**src/rtl/hex_word_streamer.sv**
```systemverilog
// Streams a DATA_W-bit word as 16-bit hex character codes, MSB digit first,
// with valid/ready on both sides and optional leading-zero blanking.
module hex_word_streamer #(
  parameter int          DATA_W     = 32,
  parameter logic [7:0]  ATTR       = 8'hFF,
  parameter logic [7:0]  BLANK_CHAR = 8'h20
) (
  input  logic              clk,
  input  logic              rst_n,
  input  logic              load_valid,
  output logic              load_ready,
  input  logic [DATA_W-1:0] load_data,
  input  logic              lz_mode,
  output logic              out_valid,
  input  logic              out_ready,
  output logic [15:0]       out_code,
  output logic              out_last,
  output logic              busy
);

  localparam int NDIG = DATA_W / 4;
  localparam int CW   = (NDIG > 1) ? $clog2(NDIG) : 1;

  typedef enum logic {
    IDLE,
    SEND
  } state_t;

  state_t            state_q, state_d;
  logic [DATA_W-1:0] sh_q, sh_d;
  logic [CW-1:0]     cnt_q, cnt_d;
  logic              lz_q, lz_d;
  logic              zr_q, zr_d;

  logic [3:0] dig;
  logic [7:0] chr;
  logic       send;
  logic       blank;

  assign dig  = sh_q[DATA_W-1 -: 4];
  assign send = (state_q == SEND);

  always_comb begin
    chr = 8'h30 + {4'h0, dig};
    if (dig > 4'd9) begin
      chr = 8'h37 + {4'h0, dig};
    end
  end

  // The last digit is never blanked so an all-zero word still shows "0".
  assign blank = lz_q && zr_q && (dig == 4'h0) && (cnt_q != '0);

  assign load_ready = !send;
  assign out_valid  = send;
  assign busy       = send;
  assign out_last   = send && (cnt_q == '0);
  assign out_code   = send ? {ATTR, (blank ? BLANK_CHAR : chr)} : 16'h0000;

  always_comb begin
    state_d = state_q;
    sh_d    = sh_q;
    cnt_d   = cnt_q;
    lz_d    = lz_q;
    zr_d    = zr_q;
    unique case (state_q)
      IDLE: begin
        if (load_valid) begin
          sh_d    = load_data;
          cnt_d   = CW'(NDIG - 1);
          lz_d    = lz_mode;
          zr_d    = 1'b1;
          state_d = SEND;
        end
      end
      SEND: begin
        if (out_ready) begin
          sh_d  = sh_q << 4;
          cnt_d = cnt_q - CW'(1);
          zr_d  = zr_q && (dig == 4'h0);
          if (cnt_q == '0) begin
            state_d = IDLE;
          end
        end
      end
      default: state_d = IDLE;
    endcase
  end

  always_ff @(posedge clk or negedge rst_n) begin
    if (!rst_n) begin
      state_q <= IDLE;
      sh_q    <= '0;
      cnt_q   <= '0;
      lz_q    <= 1'b0;
      zr_q    <= 1'b0;
    end else begin
      state_q <= state_d;
      sh_q    <= sh_d;
      cnt_q   <= cnt_d;
      lz_q    <= lz_d;
      zr_q    <= zr_d;
    end
  end

endmodule

```
**config.mk**
```make
export PLATFORM = sky130hd
export DESIGN_NAME = hex_word_streamer
export DESIGN_NICKNAME = d
export VERILOG_FILES = /design/src/rtl/hex_word_streamer.sv
export SDC_FILE = /design/constraint.sdc
export NUM_CORES = 1
export LEC_CHECK = 0
export BUFFER_PORTS_ARGS = -buffer_cell sky130_fd_sc_hd__buf_2
export CAP_MARGIN = 20
export CORE_UTILIZATION = 56
export DETAILED_ROUTE_END_ITERATION = 8
export PLACE_DENSITY = 0.92
export SLEW_MARGIN = 10
export SYNTH_ARGS = -nofsm -noshare
export SYNTH_HDL_FRONTEND = slang
export SYNTH_SLANG_ARGS = --single-unit
export TNS_END_PERCENT = 30
```
**constraint.sdc**
```tcl
create_clock -name clk -period 3.4 [get_ports clk]
set_input_delay 0.34 -clock clk [delete_from_list [all_inputs] [get_ports clk]]
set_output_delay 0.34 -clock clk [all_outputs]
set_load 0.02 [all_outputs]
```
# After elaboration in Yosys (flattened, before gate mapping)
# Cells that the tools add are included.
[classes] n_addsub=3 muxes=16 n_reduce_logical=11 n_eq_ne=2 order_cmp=1 bitwise_logic=1
[op_table] cell="32-bit 2-to-1 mux" n=2
[op_table] cell="32-bit one-hot mux with 2 select lines" n=1
[op_table] cell="16-bit 2-to-1 mux" n=1
[op_table] cell="8-bit 2-to-1 mux" n=2
[op_table] cell="6-bit by 4-bit adder with 7-bit output (first input constant)" n=2
[op_table] cell="3-bit 2-to-1 mux" n=2
[op_table] cell="3-bit one-hot mux with 2 select lines" n=1
[op_table] cell="1-bit logical AND" n=5
[op_table] cell="1-bit 2-to-1 mux" n=5
[op_table] cell="4-bit > comparator (second input constant)" n=1
[op_table] cell="4-bit zero test" n=1
[op_table] cell="2-bit inequality test (second input constant)" n=2
[op_table] cell="1-bit one-hot mux with 2 select lines" n=2
[op_table] cell="2-bit AND reduction" n=2
[op_table] cell="3-bit zero test" n=1
[op_table] cell="3-bit nonzero test" n=1
[op_table] cell="3-bit by 1-bit subtractor with 3-bit output (second input constant)" n=1
[op_table] cell="1-bit zero test" n=1
[op_table] cell="1-bit NOT" n=1
[totals] ff_bits=38

# Logic depth before layout (Yosys ltp)
# Gate-level depths: netlist of run 1.
[logic_depth] depth_word=5 ltp_mapped=6 depth_no_buf=5

# Worst setup path after synthesis of run 1
# No wires, ideal clock.
[synth_path] kind="register to output" from="register state_q, in the netlist busy" to="output out_code[2]" path_slack_ps=1510 path_stages_with_launch=6 path_buffers=3 arrival_time_ps=1550 path_cell_list="dfrtp_1 buf_6 buf_4 buf_2 nand2_1 a21oi_1"
[synth_via] elab_chain_len=1
[synth_rtl] element="start: declaration" line="29" source="state_t state_q, state_d;"
[synth_rtl] element="start signal: assignment" line="97" source="state_q <= state_d;"
[synth_rtl] element="16-bit 2-to-1 mux" line="57" source="assign out_code = send ? {ATTR, (blank ? BLANK_CHAR : chr)} : 16'h0000;"
[synth_rtl] element="end: declaration" line="16" source="output logic [15:0] out_code,"
# No other way between the ends.

# Worst setup path in the final report of run 1
[layout_path] from="register sh_q[29]" to="output out_code[1]"
[layout_via] elab_chain_len=5
[layout_rtl] element="start: declaration" line="30" source="logic [DATA_W-1:0] sh_q, sh_d;"
[layout_rtl] element="start signal: assignment" line="92" source="sh_q <= '0;"
[layout_rtl] element="start signal: assignment" line="98" source="sh_q <= sh_d;"
[layout_rtl] element="branches (longest 3 deep; another with 6-bit by 4-bit adder with 7-bit output)"
[layout_rtl] element="8-bit 2-to-1 mux *" line="57"
[layout_rtl] element="16-bit 2-to-1 mux *" line="57"
# Mark *: on every way between the ends.

==> metrics, run 1 <==
highest clock rate ~440 MHz; WL per Instance roughly 13 um; footprint of the multi-input gates between 900 and 1000 um^2; worst setup slack after layout between 1000 and 1500 ps; Cell Rows 21; buffers inserted by post-CTS timing repair 0; drt initial violations 55; combined flip-flop and latch cell area about 950 um^2; layout cell share with drive strength beyond 1 approximately 27%; share of the synthesized area in the top cell type roughly 46%; number of I/O pins 57; Num CTS Buffers 5; Root Buffer Master sky130_fd_sc_hd__clkbuf_4; time the final worst path needs with I/O delays and setup between 2000 and 2500 ps; floorplan die width about 62 um; remaining antenna violation count after routing 0; number of global-route vias before repair between 1000 and 1500; DRC errors left 0; starting utilization of the core area between 50% and 60%; DRT Wirelength 3749 um; number of slew-limit violations in the final report 0; number of hold-repair buffers added at the cts stage 0; filler instances 283; register bit count reported by yosys 38; maximum level of the CTS H-tree 2; Worst Tran Pin Value 959.4 ps; floorplan die area between 3000 and 4000 um^2; number of port buffers 55; Detail Placement HPWL 2699 um; Distinct cells, synth 31; path category of the worst min-delay check input port to async pin; r2r setup slk 1380 ps; Synth Instances roughly 210; worst endpoint data arrival time 1940 ps; setup repair after global routing missed its margin no; peak supply drop around 0.00041 V; setup-violating endpoint count in the final report 0; LEAKAGE 1.263 nW; height of the die between 60 and 70 um; maximum number of pins on one net before global-route repair 44; part of the cycle the worst path needs 67.03%; global-route wire length before repair 6410 um; Async SR Flop Fraction 100.0%; post-synthesis net count 249; utilization after layout 68.42%; CTS tree built; CP required ~3100 ps; routability congestion estimate between 0.7 and 0.8; post-layout power slightly below 0.002 W; largest cells by area after synthesis sky130_fd_sc_hd__dfrtp_1, sky130_fd_sc_hd__mux2i_1, sky130_fd_sc_hd__o21ai_0; status finished, final reports clean; count of instances resized after the clock tree is built 0; Synth-to-Final Area Change 14.18%; area of the mapped netlist 2047 um^2; Yosys top cell by area sky130_fd_sc_hd__dfrtp_1; buffer depth of the longest clock path 2; detailed-route vias per instance roughly 5.3; Total Neg Setup Slack 0 ps; GRT Util Overall approximately a fifth; commonest cells in the synthesized netlist sky130_fd_sc_hd__dfrtp_1, sky130_fd_sc_hd__nand2_1, sky130_fd_sc_hd__o21ai_0, sky130_fd_sc_hd__mux2i_1, sky130_fd_sc_hd__buf_4; CTS Sinks 38; worst setup path class register to primary output; # nets final 289; share of the yosys chip area belonging to registers 46.45%; count of final hold-check violations 0; via count approximately 1600; post-synthesis average cell area around 9.9 um^2; main flop type after synthesis sky130_fd_sc_hd__dfrtp_1; most common cell in the netlist sky130_fd_sc_hd__dfrtp_1; number of antenna violations at the first check in global routing 0; post-placement setup slack ~1400 ps; sum of overflow across all layers after global routing 0; count of TritonRoute iterations in the first routing pass 4; number of synthesized flops with an enable pin 0; number of antenna cells inserted 0; critical path launch point type register; reported max-cap violation count 0; remaining max-slew budget at the tightest pin 34.67%; highest fanout seen on the critical path 4; insertion delay to the later sink of the worst-skew pair about 350 ps; power density relative to cell area ~830 nW/um^2; CP endpoint kind primary output; Worst-path clk slew roughly 120 ps; core region area 3416 um^2; final setup skew ~11 ps; number of warning messages in the yosys log 0
[layer usage]
metal / vias up / track usage, % / routed length [um]
li1: 780 / - / -
met1: 739 / 24.22 / 1576
met2: 33 / 37.36 / 1942
met3: 8 / 4.927 / 153
met4: 0 / 10.47 / 76
met5: - / 0 / 0
[per-stage QoR]
step | instance area [um^2] | hold slack (ps) | cells
floorplan | 2047 | 44.41 | 207
global placement | 2226 | 460.7 | 286
detailed placement | 2226 | 470.8 | 286
CTS | 2337 | 87.42 | 294
global route | 2337 | 113.4 | 294
finish | 2337 | 67.06 | 294
[worst paths after layout]
path                       startpoint     endpoint  cells past startpoint
setup / recovery             sh_q[29]  out_code[1]                      6
hold / removal                  rst_n     sh_q[18]                      1
setup reg to reg                 busy      sh_q[6]                      3
hold reg to reg              sh_q[25]     sh_q[25]                      2
max in group asynchronous       rst_n         busy                      1
min in group clk              lz_mode         lz_q                      2
[flip-flops by register name, summed over array words and instances (netlist names)]
name   count
cnt_q      3
busy       1
sh_q      32
lz_q       1
zr_q       1
[cells in the final DEF (no fill, tap or decap)]
cell | synthesis | layout
sky130_fd_sc_hd__o211a_1 | 1 | 1
sky130_fd_sc_hd__clkbuf_4 | 0 | 5
sky130_fd_sc_hd__mux2i_4 | 0 | 1
sky130_fd_sc_hd__xor2_1 | 1 | 1
sky130_fd_sc_hd__a21oi_1 | 3 | 3
sky130_fd_sc_hd__nor3_1 | 2 | 2
sky130_fd_sc_hd__ha_1 | 5 | 5
sky130_fd_sc_hd__nor3b_1 | 1 | 1
sky130_fd_sc_hd__a31o_2 | 1 | 1
sky130_fd_sc_hd__nand2b_1 | 1 | 1
sky130_fd_sc_hd__o21a_1 | 1 | 1
sky130_fd_sc_hd__o22ai_1 | 4 | 4
sky130_fd_sc_hd__conb_1 | 1 | 1
sky130_fd_sc_hd__dfrtp_2 | 0 | 1
sky130_fd_sc_hd__dfrtp_1 | 38 | 37
sky130_fd_sc_hd__o21ai_1 | 1 | 1
sky130_fd_sc_hd__nand2_1 | 36 | 36
sky130_fd_sc_hd__and2_1 | 3 | 3
sky130_fd_sc_hd__o21bai_1 | 1 | 1
sky130_fd_sc_hd__clkbuf_8 | 0 | 1
sky130_fd_sc_hd__a32o_1 | 1 | 1
sky130_fd_sc_hd__a22o_1 | 1 | 1
sky130_fd_sc_hd__o21ai_0 | 30 | 30
sky130_fd_sc_hd__nor2_1 | 7 | 7
sky130_fd_sc_hd__buf_2 | 6 | 55
sky130_fd_sc_hd__a21boi_0 | 5 | 5
sky130_fd_sc_hd__a32oi_1 | 1 | 1
sky130_fd_sc_hd__inv_1 | 6 | 6
sky130_fd_sc_hd__bufinv_16 | 0 | 2
sky130_fd_sc_hd__o22a_1 | 1 | 1
sky130_fd_sc_hd__a2bb2oi_1 | 1 | 1
sky130_fd_sc_hd__buf_4 | 11 | 2
sky130_fd_sc_hd__mux2i_1 | 29 | 29
[kinds of logic (layout without fill, tap and decap cells)]
group,after synthesis,after routing,share of synthesized area (%)
buffers and inverters,30,71,9.841
adders and majority gates,5,5,3.056
and+or+nand+nor,50,50,9.964
xor gates and xnor gates,1,1,0.4280
AOI/OAI and AO/OA,52,52,15.22
other,1,1,0.1832
DFF,38,38,46.45
muxes,30,30,14.85
[worst max-delay path: stages, from the launching register on]
cell,delay [ps]
sky130_fd_sc_hd__dfrtp_1,440
sky130_fd_sc_hd__inv_1,130
sky130_fd_sc_hd__ha_1,170
sky130_fd_sc_hd__nor3b_1,230
sky130_fd_sc_hd__a32oi_1,170
sky130_fd_sc_hd__a32o_1,290
sky130_fd_sc_hd__buf_2,160
[where the power goes]
| part | switching (W) | internal (W) |
|---|---|---|
| combinational | 0.000454 | 0.000333 |
| clock | 0.000148 | 0.000249 |
| sequential | 0.000130 | 0.000629 |
[layout make-up]
cell class | count | share of cell area [%]
tap | 46 | 2.463
sequential | 38 | 40.74
inverter | 6 | 0.9636
timing repair buffer | 57 | 12.42
clock inverter | 2 | 2.570
multi-input combinational | 139 | 38.65
clock buffer | 6 | 2.195
Power figures use the tool's default switching activity.
==> run 2, diff against run 1 <==
--- a/config.mk
+++ b/config.mk
@@ -7,9 +7,9 @@
 export LEC_CHECK = 0
 export BUFFER_PORTS_ARGS = -buffer_cell sky130_fd_sc_hd__buf_2
 export CAP_MARGIN = 20
-export CORE_UTILIZATION = 56
+export CORE_UTILIZATION = 47
 export DETAILED_ROUTE_END_ITERATION = 8
-export PLACE_DENSITY = 0.92
+export PLACE_DENSITY = 0.83
 export SLEW_MARGIN = 10
 export SYNTH_ARGS = -nofsm -noshare
 export SYNTH_HDL_FRONTEND = slang
==> constraint.sdc (replaced) <==
create_clock -name clk -period 2.06 [get_ports clk]
set_input_delay 0.206 -clock clk [delete_from_list [all_inputs] [get_ports clk]]
set_output_delay 0.206 -clock clk [all_outputs]
set_load 0.02 [all_outputs]
==> metrics, run 2 (synthesized netlist as in run 1, its figures left out) <==
path category of the worst min-delay check input port to register; status finished, final reports clean; drt initial violations between 70 and 80; post-layout power about 0.0032 W; worst setup path class register to primary output; via count 1552; filler instances ~360; number of I/O pins 57; most used cells in the layout excluding fill and tap cells sky130_fd_sc_hd__buf_2, sky130_fd_sc_hd__nand2_1, sky130_fd_sc_hd__dfrtp_1; floorplan die width between 60 and 70 um; # nets final about 290; buffers inserted by post-CTS timing repair 0; post-placement setup slack between 300 and 400 ps; highest fanout seen on the critical path 4; worst endpoint data arrival time approximately 1800 ps; core region area around 4100 um^2; number of port buffers 55; DRT Wirelength between 3000 and 4000 um; crit path launch sh_q[29]; worst setup slack after layout about 110 ps; source of the worst register-to-register timing path busy; global-route wire length before repair 6555 um; leading cell type in the layout, fill and taps excluded sky130_fd_sc_hd__buf_2; detailed-route vias per instance approximately 5.1; count of final hold-check violations 0; number of antenna violations at the first check in global routing 0; maximum number of pins on one net before global-route repair 47; CP endpoint kind primary output; Detail Placement HPWL a little under 3000 um; number of slew-limit violations in the final report 0; remaining antenna violation count after routing 0; time the final worst path needs with I/O delays and setup 1951 ps; CP required around 1900 ps; Global Route met3 Usage roughly 3.8%; reported max-cap violation count 0; WL per Instance around 13 um; combined flip-flop and latch cell area approximately 950 um^2; height of the die between 60 and 70 um; DRC errors left 0; buffer depth of the longest clock path 2; GR Layer Usage met1 between 20% and 30%; Num CTS Buffers 5; Synth-to-Final Area Change 16.75%; Worst-path clk slew approximately 70 ps; floorplan die area 4623 um^2; utilization after layout roughly 58%; LEAKAGE ~1.3 nW; peak supply drop 0.0006889 V; Top Usage Layer GRT met2; number of antenna cells inserted 0; Largest regs sh_q x32, cnt_q x3; highest clock rate between 500 and 600 MHz; layout cell share with drive strength beyond 1 between 20% and 30%; final setup skew between 6 and 7 ps; setup-violating endpoint count in the final report 0; power density relative to cell area around 1400 nW/um^2; sum of overflow across all layers after global routing 0; CTS Sinks 38; starting utilization of the core area about half; CTS tree built; setup repair after global routing missed its margin no; Root Buffer Master sky130_fd_sc_hd__clkbuf_8; Total Neg Setup Slack 0 ps; part of the cycle the worst path needs about 95%; maximum level of the CTS H-tree 2; critical path launch point type register; count of TritonRoute iterations in the first routing pass 4; Hold Crit Start lz_mode; insertion delay to the later sink of the worst-skew pair 290 ps; routability congestion estimate 0.7669; flip-flop count of the largest register after layout 32; number of global-route vias before repair ~1500; top register by number of flip-flops sh_q; GRT Util Overall between 10% and 20%; Cell Rows 23; GRT met2 Usage between 30% and 40%; footprint of the multi-input gates 908.4 um^2
[run 2: changes by cell type in the layout (fill, tap and decap cells not counted), sizes merged]
cell         before  now
dlygate4sd3       0    1
bufinv            2    1
buf              57   61
[run 2: final timing paths]
| path | to | slack [ps] | cells after the start |
|---|---|---|---|
| min in group asynchronous | sh_q[22] | 500 | 3 |
| worst max register to register | sh_q[14] | 390 | 4 |
| max in group asynchronous | sh_q[28] | 1200 | 3 |
| worst max-delay path | out_code[1] | 110 | 6 |
| worst min-delay path | lz_q | 170 | 2 |
| worst min register to register | sh_q[13] | 480 | 2 |
[run 2: layout make-up]
type	instances	share of cell area, %
clock inverter	1	1.257
inverter	6	0.9424
multi-input combinational	139	38.01
timing repair buffer	62	13.82
tap	50	2.618
clock buffer	6	3.456
sequential	38	39.90
[run 2: stage by stage]
step	hold WS [ps]	cells	instance area, um^2
5_1_grt	159.6	302	2390
2_1_floorplan	-89.59	207	2047
6_report	166.5	302	2390
3_5_place_dp	292.7	294	2261
3_3_place_gp	284.3	294	2261
4_1_cts	156.0	302	2384
[run 2: routing by layer]
metal	share of wire [%]	vias to the layer above	routed length [um]
met5	0	-	0
met4	1.6	0	63
met3	3.5	7	137
met2	49	29	1955
met1	46	731	1810
li1	-	785	-
[run 2: what timing repair did]
action	4_1_cts	5_1_grt
hold buffers	1	0
endpoints found under the hold margin	38	0
gates resized for setup	0	2
setup endpoints to repair	0	4
[run 2: report_power, final]
group	internal (W)	leakage [nW]	switching, W
Combinational	0.000571	0.730	0.000755
Sequential	0.00104	0.498	0.000223
Clock	0.000387	0.0573	0.000251
[run 2: critical path, cell delays in order, from the launching register on]
cell	delay [ps]
sky130_fd_sc_hd__dfrtp_1	390
sky130_fd_sc_hd__inv_1	100
sky130_fd_sc_hd__ha_1	190
sky130_fd_sc_hd__o21bai_1	220
sky130_fd_sc_hd__a32oi_1	120
sky130_fd_sc_hd__a32o_1	280
sky130_fd_sc_hd__buf_2	150
